### config.mk
export PLATFORM = sky130hd
export DESIGN_NAME = voter_session
export DESIGN_NICKNAME = d
export VERILOG_FILES = /design/src/rtl/voter_session.sv
export SDC_FILE = /design/constraint.sdc
export NUM_CORES = 1
export LEC_CHECK = 0
export CAP_MARGIN = 10
export CELL_PAD_IN_SITES_DETAIL_PLACEMENT = 1
export CELL_PAD_IN_SITES_GLOBAL_PLACEMENT = 2
export CORE_MARGIN = 1
export CORE_UTILIZATION = 29
export DETAILED_ROUTE_END_ITERATION = 12
export PLACE_DENSITY_LB_ADDON = 0.1
export SETUP_SLACK_MARGIN = 0.3
export SYNTH_ARGS = -nofsm -noshare
export SYNTH_HDL_FRONTEND = slang
export SYNTH_SLANG_ARGS = --single-unit
export TNS_END_PERCENT = 10
### constraint.sdc
create_clock -name clk -period 2.6 [get_ports clk]
set_input_delay 0.52 -clock clk [delete_from_list [all_inputs] [get_ports clk]]
set_output_delay 0.52 -clock clk [all_outputs]
set_load 0.02 [all_outputs]
### src/rtl/voter_session.sv
`default_nettype none
// ============================================================================
//  Module      : voter_session
//  Description : Timed voting session for N_VOTERS voters. A session opens
//                on start. Each voter's first ballot inside the window is
//                kept, and a repeat strobe raises the sticky dup_err flag.
//                The session closes early once every voter has voted, or
//                after WINDOW open cycles, or it is cancelled by abort.
//                A single EVAL cycle then counts the ballots and publishes a
//                registered one-hot verdict {pass, tie, fail}. The verdict
//                uses simple-majority mode or quorum mode, as latched at start.
//
//  Ports       : clk        - clock, rising edge
//                rst_n      - asynchronous active-low reset
//                start      - open a session (honoured in IDLE only)
//                abort      - cancel an open session
//                mode       - 0 = simple majority, 1 = quorum (latched)
//                vote_valid - per-voter ballot strobe
//                vote_val   - per-voter ballot value (1 = yes, 0 = no)
//                busy       - session open or being evaluated
//                done       - one-cycle pulse when a verdict is published
//                result     - one-hot {pass, tie, fail}, 3'b000 = none
//                yes_cnt    - yes ballots
//                no_cnt     - no ballots
//                abst_cnt   - voters that did not vote
//                dup_err    - sticky repeat-ballot flag
//
//  Revision    : 1.0 - initial release
// ============================================================================
module voter_session #(
  parameter  int N_VOTERS = 4,
  parameter  int WINDOW   = 8,
  parameter  int QUORUM   = 3,
  localparam int CNT_W    = $clog2(N_VOTERS + 1)
) (
  input  logic                clk,
  input  logic                rst_n,
  input  logic                start,
  input  logic                abort,
  input  logic                mode,
  input  logic [N_VOTERS-1:0] vote_valid,
  input  logic [N_VOTERS-1:0] vote_val,
  output logic                busy,
  output logic                done,
  output logic [2:0]          result,
  output logic [CNT_W-1:0]    yes_cnt,
  output logic [CNT_W-1:0]    no_cnt,
  output logic [CNT_W-1:0]    abst_cnt,
  output logic                dup_err
);

  // A one-cycle window still needs a one-bit timer.
  localparam int               TMR_W    = (WINDOW > 1) ? $clog2(WINDOW) : 1;
  localparam logic [TMR_W-1:0] TMR_LAST = TMR_W'(WINDOW - 1);
  localparam logic [CNT_W-1:0] QUORUM_C = CNT_W'(QUORUM);
  localparam logic [CNT_W-1:0] NVOTE_C  = CNT_W'(N_VOTERS);

  localparam logic [1:0] S_IDLE = 2'd0;
  localparam logic [1:0] S_OPEN = 2'd1;
  localparam logic [1:0] S_EVAL = 2'd2;

  localparam logic [2:0] RES_NONE = 3'b000;
  localparam logic [2:0] RES_PASS = 3'b100;
  localparam logic [2:0] RES_TIE  = 3'b010;
  localparam logic [2:0] RES_FAIL = 3'b001;

  logic [1:0]          state_q,  state_d;
  logic                mode_q,   mode_d;
  logic [N_VOTERS-1:0] voted_q,  voted_d;
  logic [N_VOTERS-1:0] ballot_q, ballot_d;
  logic [TMR_W-1:0]    timer_q,  timer_d;
  logic                dup_q,    dup_d;
  logic                done_q,   done_d;
  logic [2:0]          result_q, result_d;
  logic [CNT_W-1:0]    yes_q,    yes_d;
  logic [CNT_W-1:0]    no_q,     no_d;
  logic [CNT_W-1:0]    abst_q,   abst_d;

  // Voter bookkeeping after this cycle's strobes are applied.
  logic [N_VOTERS-1:0] voted_now;
  logic [N_VOTERS-1:0] ballot_now;
  logic                dup_now;
  logic                all_voted;
  logic                timer_last;
  logic [CNT_W-1:0]    yes_sum;
  logic [CNT_W-1:0]    no_sum;

  // --------------------------------------------------------------------------
  // Ballot merge: only a voter's first strobe captures its value. The
  // closing-cycle check uses the merged vector, so a ballot that completes
  // the electorate closes the window in the same cycle.
  // --------------------------------------------------------------------------
  always_comb begin
    voted_now  = voted_q | vote_valid;
    ballot_now = ballot_q | (vote_val & vote_valid & ~voted_q);
    dup_now    = |(vote_valid & voted_q);
    all_voted  = &voted_now;
    timer_last = (timer_q == TMR_LAST);
  end

  // Tallies over the ballots held at EVAL. ballot_q is kept zero for
  // non-voters, but it is masked anyway so the counts never depend on that.
  always_comb begin
    yes_sum = '0;
    no_sum  = '0;
    for (int i = 0; i < N_VOTERS; i++) begin
      yes_sum = yes_sum + CNT_W'(voted_q[i] &  ballot_q[i]);
      no_sum  = no_sum  + CNT_W'(voted_q[i] & ~ballot_q[i]);
    end
  end

  // --------------------------------------------------------------------------
  // FSM: state register
  // --------------------------------------------------------------------------
  always_ff @(posedge clk or negedge rst_n) begin
    if (!rst_n) begin
      state_q <= S_IDLE;
    end else begin
      state_q <= state_d;
    end
  end

  // --------------------------------------------------------------------------
  // FSM: next-state logic. In OPEN, abort has priority over closing.
  // --------------------------------------------------------------------------
  always_comb begin
    state_d = state_q;
    case (state_q)
      S_IDLE: begin
        if (start) begin
          state_d = S_OPEN;
        end
      end
      S_OPEN: begin
        if (abort) begin
          state_d = S_IDLE;
        end else if (all_voted || timer_last) begin
          state_d = S_EVAL;
        end
      end
      S_EVAL:  state_d = S_IDLE;
      default: state_d = S_IDLE;
    endcase
  end

  // --------------------------------------------------------------------------
  // FSM: output and datapath next values
  // --------------------------------------------------------------------------
  always_comb begin
    mode_d   = mode_q;
    voted_d  = voted_q;
    ballot_d = ballot_q;
    timer_d  = timer_q;
    dup_d    = dup_q;
    done_d   = 1'b0;
    result_d = result_q;
    yes_d    = yes_q;
    no_d     = no_q;
    abst_d   = abst_q;
    case (state_q)
      S_IDLE: begin
        if (start) begin
          mode_d   = mode;
          voted_d  = '0;
          ballot_d = '0;
          timer_d  = '0;
          dup_d    = 1'b0;
          result_d = RES_NONE;
          yes_d    = '0;
          no_d     = '0;
          abst_d   = '0;
        end
      end
      S_OPEN: begin
        voted_d  = voted_now;
        ballot_d = ballot_now;
        if (dup_now) begin
          dup_d = 1'b1;
        end
        if (!abort && !all_voted && !timer_last) begin
          timer_d = timer_q + TMR_W'(1);
        end
      end
      S_EVAL: begin
        yes_d  = yes_sum;
        no_d   = no_sum;
        abst_d = NVOTE_C - yes_sum - no_sum;
        done_d = 1'b1;
        if (mode_q) begin
          result_d = (yes_sum >= QUORUM_C) ? RES_PASS : RES_FAIL;
        end else if (yes_sum > no_sum) begin
          result_d = RES_PASS;
        end else if (yes_sum == no_sum) begin
          result_d = RES_TIE;
        end else begin
          result_d = RES_FAIL;
        end
      end
      default: ;
    endcase
  end

  always_ff @(posedge clk or negedge rst_n) begin
    if (!rst_n) begin
      mode_q   <= 1'b0;
      voted_q  <= '0;
      ballot_q <= '0;
      timer_q  <= '0;
      dup_q    <= 1'b0;
      done_q   <= 1'b0;
      result_q <= RES_NONE;
      yes_q    <= '0;
      no_q     <= '0;
      abst_q   <= '0;
    end else begin
      mode_q   <= mode_d;
      voted_q  <= voted_d;
      ballot_q <= ballot_d;
      timer_q  <= timer_d;
      dup_q    <= dup_d;
      done_q   <= done_d;
      result_q <= result_d;
      yes_q    <= yes_d;
      no_q     <= no_d;
      abst_q   <= abst_d;
    end
  end

  assign busy     = (state_q == S_OPEN) || (state_q == S_EVAL);
  assign done     = done_q;
  assign result   = result_q;
  assign yes_cnt  = yes_q;
  assign no_cnt   = no_q;
  assign abst_cnt = abst_q;
  assign dup_err  = dup_q;

endmodule
`default_nettype wire

==> impl_metrics.toml, run 1 <==
[die]
die_x_um = 74.4
initial_core_util = 0.311
io_pins = 28
core_area_um2 = 4880
dieHeight_um = 74.4
dieArea_um2 = 5530
rows = 25

[power_and_ir_drop]
peakVddDrop_mv = 0.444
p_sw_uw = 1210
power_frac_comb = 0.636
p_int_uw = 1530
power_leakage_uw = 0.000899
power_frac_seq = 0.262
powerDensity_nw_per_um2 = 1320
p_sw_frac = 0.441
pwr-share-clk = 0.102

[final_layout]
fillerInstances = 583
drive_gt1_frac = 0.194
final_cells = 258
final_nets = 220
syn_to_final_growth_pct = 36.2
diodes = 0
mostFrequentLayoutCells = "27 x dfrtp_1, 27 x clkdlybuf4s50_1, 16 x nand2_1"

[sta]
report.final.slew_viol_count = 0
post-route-min-period_ns = 2.46
fin_worst_hold_slack_ns = 0.485
finalWorstSetupSlack_ns = 0.138
finalSetupTns_ns = 0
finalClockSkew_ns = 0.00473
worst_slew_pin_slew_ns = 0.467
final-hold-violation-count = 0
setup_viol = 0
rsz0062_at_grt = "true"
fmax_mhz = 406
fin_crit_sh = 0.947
max_slew_margin = 0.687

[critical_path]
worstPathRequired_ns = 2.82
cp.arrival_ns = 2.68
worst_path_max_delay_cell = "fa_1"
worstPathCellList = "nand2_2 > fa_1 > inv_2 > ha_4 > ha_4 > buf_6 > maj3_2 > a211oi_2 > a31o_1"
slowest_delay_ns = 0.55
path_max_fanout = 3
endpoint_kind = "flip-flop"
critPathKind = "flip-flop to flip-flop"
cp_common_cell = "ha_4"
cp-start-kind = "flip-flop"

[clock_network]
cts-buffers-inserted = 3
clock_latency_ns = 0.28
clock_path_buffers = 2
clock-sinks = 28
cts_tree = "yes"
htreeDepth = 1
postCtsHoldBufs = 0
clkTransAtPathRegs_ns = 0.10
cts_root_buffer = "clkbuf_8"

[worst_hold_path]
hp-class = "flip-flop to flip-flop"

[synthesis]
synth_edf_count = 0
synth_seq_area_share = 0.461
synth_compound_area_frac = 0.181
synth_top_family_by_area = "compound AO/OA/AOI/OAI gates"
synth_top_flop_cell = "dfrtp_1"
synth-xor-area-share = 0.0173
yosys.area_share.simple = 0.143
synth_area_um2 = 1520
synthArstFlopShare = 1.00
synth_cell_type_count = 36
yosys_warnings = 0
synth_area_per_cell_um2 = 9.80
synthMuxAreaShare = 0.0140
netlist_instances = 155
synth_nets = 183
synth-seq-cells = 28
synthAdderAreaFrac = 0.141

[placed_design]
dp_hpwl_um = 2950
gp_congestion = 0.761
place_ws_ns = 0.120
portBuffers = 27
dp.cells = 248

[route]
route.detailed.drc = 0
drt_iter0_drc = 35
drt_first_pass_iters = 4
ant_nets = 0
wirelength_um = 3920
vias_per_cell = 4.81
vias = 1242
wl_per_cell_um = 15.2

[grt]
grt_pass1_vias = 1380
grt_pass1_wl_um = 6640
grt_max_degree = 29
grt_usage = 0.158
grt-ovfl-total = 0
antenna_found_initial = 0

[outcome]
status = "finished clean"

[job]
maxCapViolations = 0
## power by group through the flow
stage	registers, uW	logic, uW	clock network (uW)
floorplan	767	1020	0
global placement	710	1550	0
detailed placement	722	1580	0
CTS	710	1670	294
global route	741	1930	308
finish	715	1740	279
## synthesized netlist by cell type, types with 3 or more instances
master | instances | area, um^2
a21oi_1 | 11 | 55.1
a22o_1 | 4 | 35.0
buf_2 | 3 | 15.0
dfrtp_1 | 28 | 701
ha_1 | 13 | 163
inv_1 | 12 | 45.0
nand2_1 | 18 | 67.6
nand3_1 | 5 | 25.0
nor2_1 | 17 | 63.8
o211ai_1 | 3 | 22.5
o21ai_0 | 8 | 40.0
## cell type report
type | count | area [um^2] | area share
Multi-Input combinational cell | 111 | 841 | 0.407
Sequential cell | 28 | 702 | 0.339
Timing Repair Buffer | 36 | 342 | 0.165
Tap cell | 67 | 83.8 | 0.0405
Clock buffer | 4 | 55.1 | 0.0266
Inverter | 12 | 45.0 | 0.0218
## worst max-delay path: cells and delay by family (launching register included)
kind	cells	cell delay (ns)
buffers and inverters	2	0.17
AOI/OAI and AO/OA	2	0.46
DFF	1	0.42
and+or+nand+nor	1	0.07
adders and majority gates	4	1.28
## final timing paths
path | start | to | slack [ns] | depth (start not counted)
worst max-delay path | ballot_q[0]$_DFFE_PN0P_ | result[0]$_DFFE_PN0P_ | 0.14 | 9
worst min-delay path | no_cnt[2]$_DFFE_PN0P_ | no_cnt[2]$_DFFE_PN0P_ | 0.49 | 2
worst max register to register | ballot_q[0]$_DFFE_PN0P_ | result[0]$_DFFE_PN0P_ | 0.14 | 9
worst min register to register | no_cnt[2]$_DFFE_PN0P_ | no_cnt[2]$_DFFE_PN0P_ | 0.49 | 2
max in group asynchronous | rst_n | ballot_q[0]$_DFFE_PN0P_ | 1.66 | 2
min in group asynchronous | rst_n | no_cnt[2]$_DFFE_PN0P_ | 0.63 | 2
## per-stage QoR
stage,utilization,instance area [um^2],total power (uW)
final,0.424,2070,2730
after detailed placement,0.394,1920,2310
after global placement,0.394,1920,2260
after CTS,0.413,2010,2670
after floorplan,-,1570,1790
after global routing,0.424,2070,2980
## registers in the layout, summed over array words and instances (netlist names)
register and flops:
ballot_q 4, voted_q 4, abst_cnt 3, no_cnt 3
result 3, timer_q 3, yes_cnt 3, state_q 2
done 1, dup_err 1, mode_q 1
## logic make-up after synthesis
family                   after synthesis
AND/OR/NAND/NOR                       49
AO/OA/AOI/OAI                         41
flip-flops                            28
buffers and inverters                 16
adder cells (fa/ha/maj)               16
XOR/XNOR                               3
multiplexers                           2
## metal layers
layer  share of wire  track usage  vias to the layer above
met5               0            0                        -
met4          0.0043       0.0377                        0
met3           0.030       0.0217                        2
met2            0.52        0.293                       19
met1            0.44        0.191                      615
li1                -            -                      606
## repair_timing
action / 4_1_cts / 5_1_grt
setup buffers: 3 / 3
endpoints found under the setup margin: 5 / 5
resized for setup: 1 / 12
pin swaps: 2 / 9
No activity file was read; power rests on OpenSTA's default activity.
==> run 2: changes to the inputs <==
--- a/config.mk
+++ b/config.mk
@@ -11,6 +11,7 @@
 export CORE_MARGIN = 1
 export CORE_UTILIZATION = 29
 export DETAILED_ROUTE_END_ITERATION = 12
+export GPL_TIMING_DRIVEN = 1
 export PLACE_DENSITY_LB_ADDON = 0.1
 export SETUP_SLACK_MARGIN = 0.3
 export SYNTH_ARGS = -nofsm -noshare
==> results of run 2 <==
No change in the layout: final DEF, timing and power equal those of run 1.
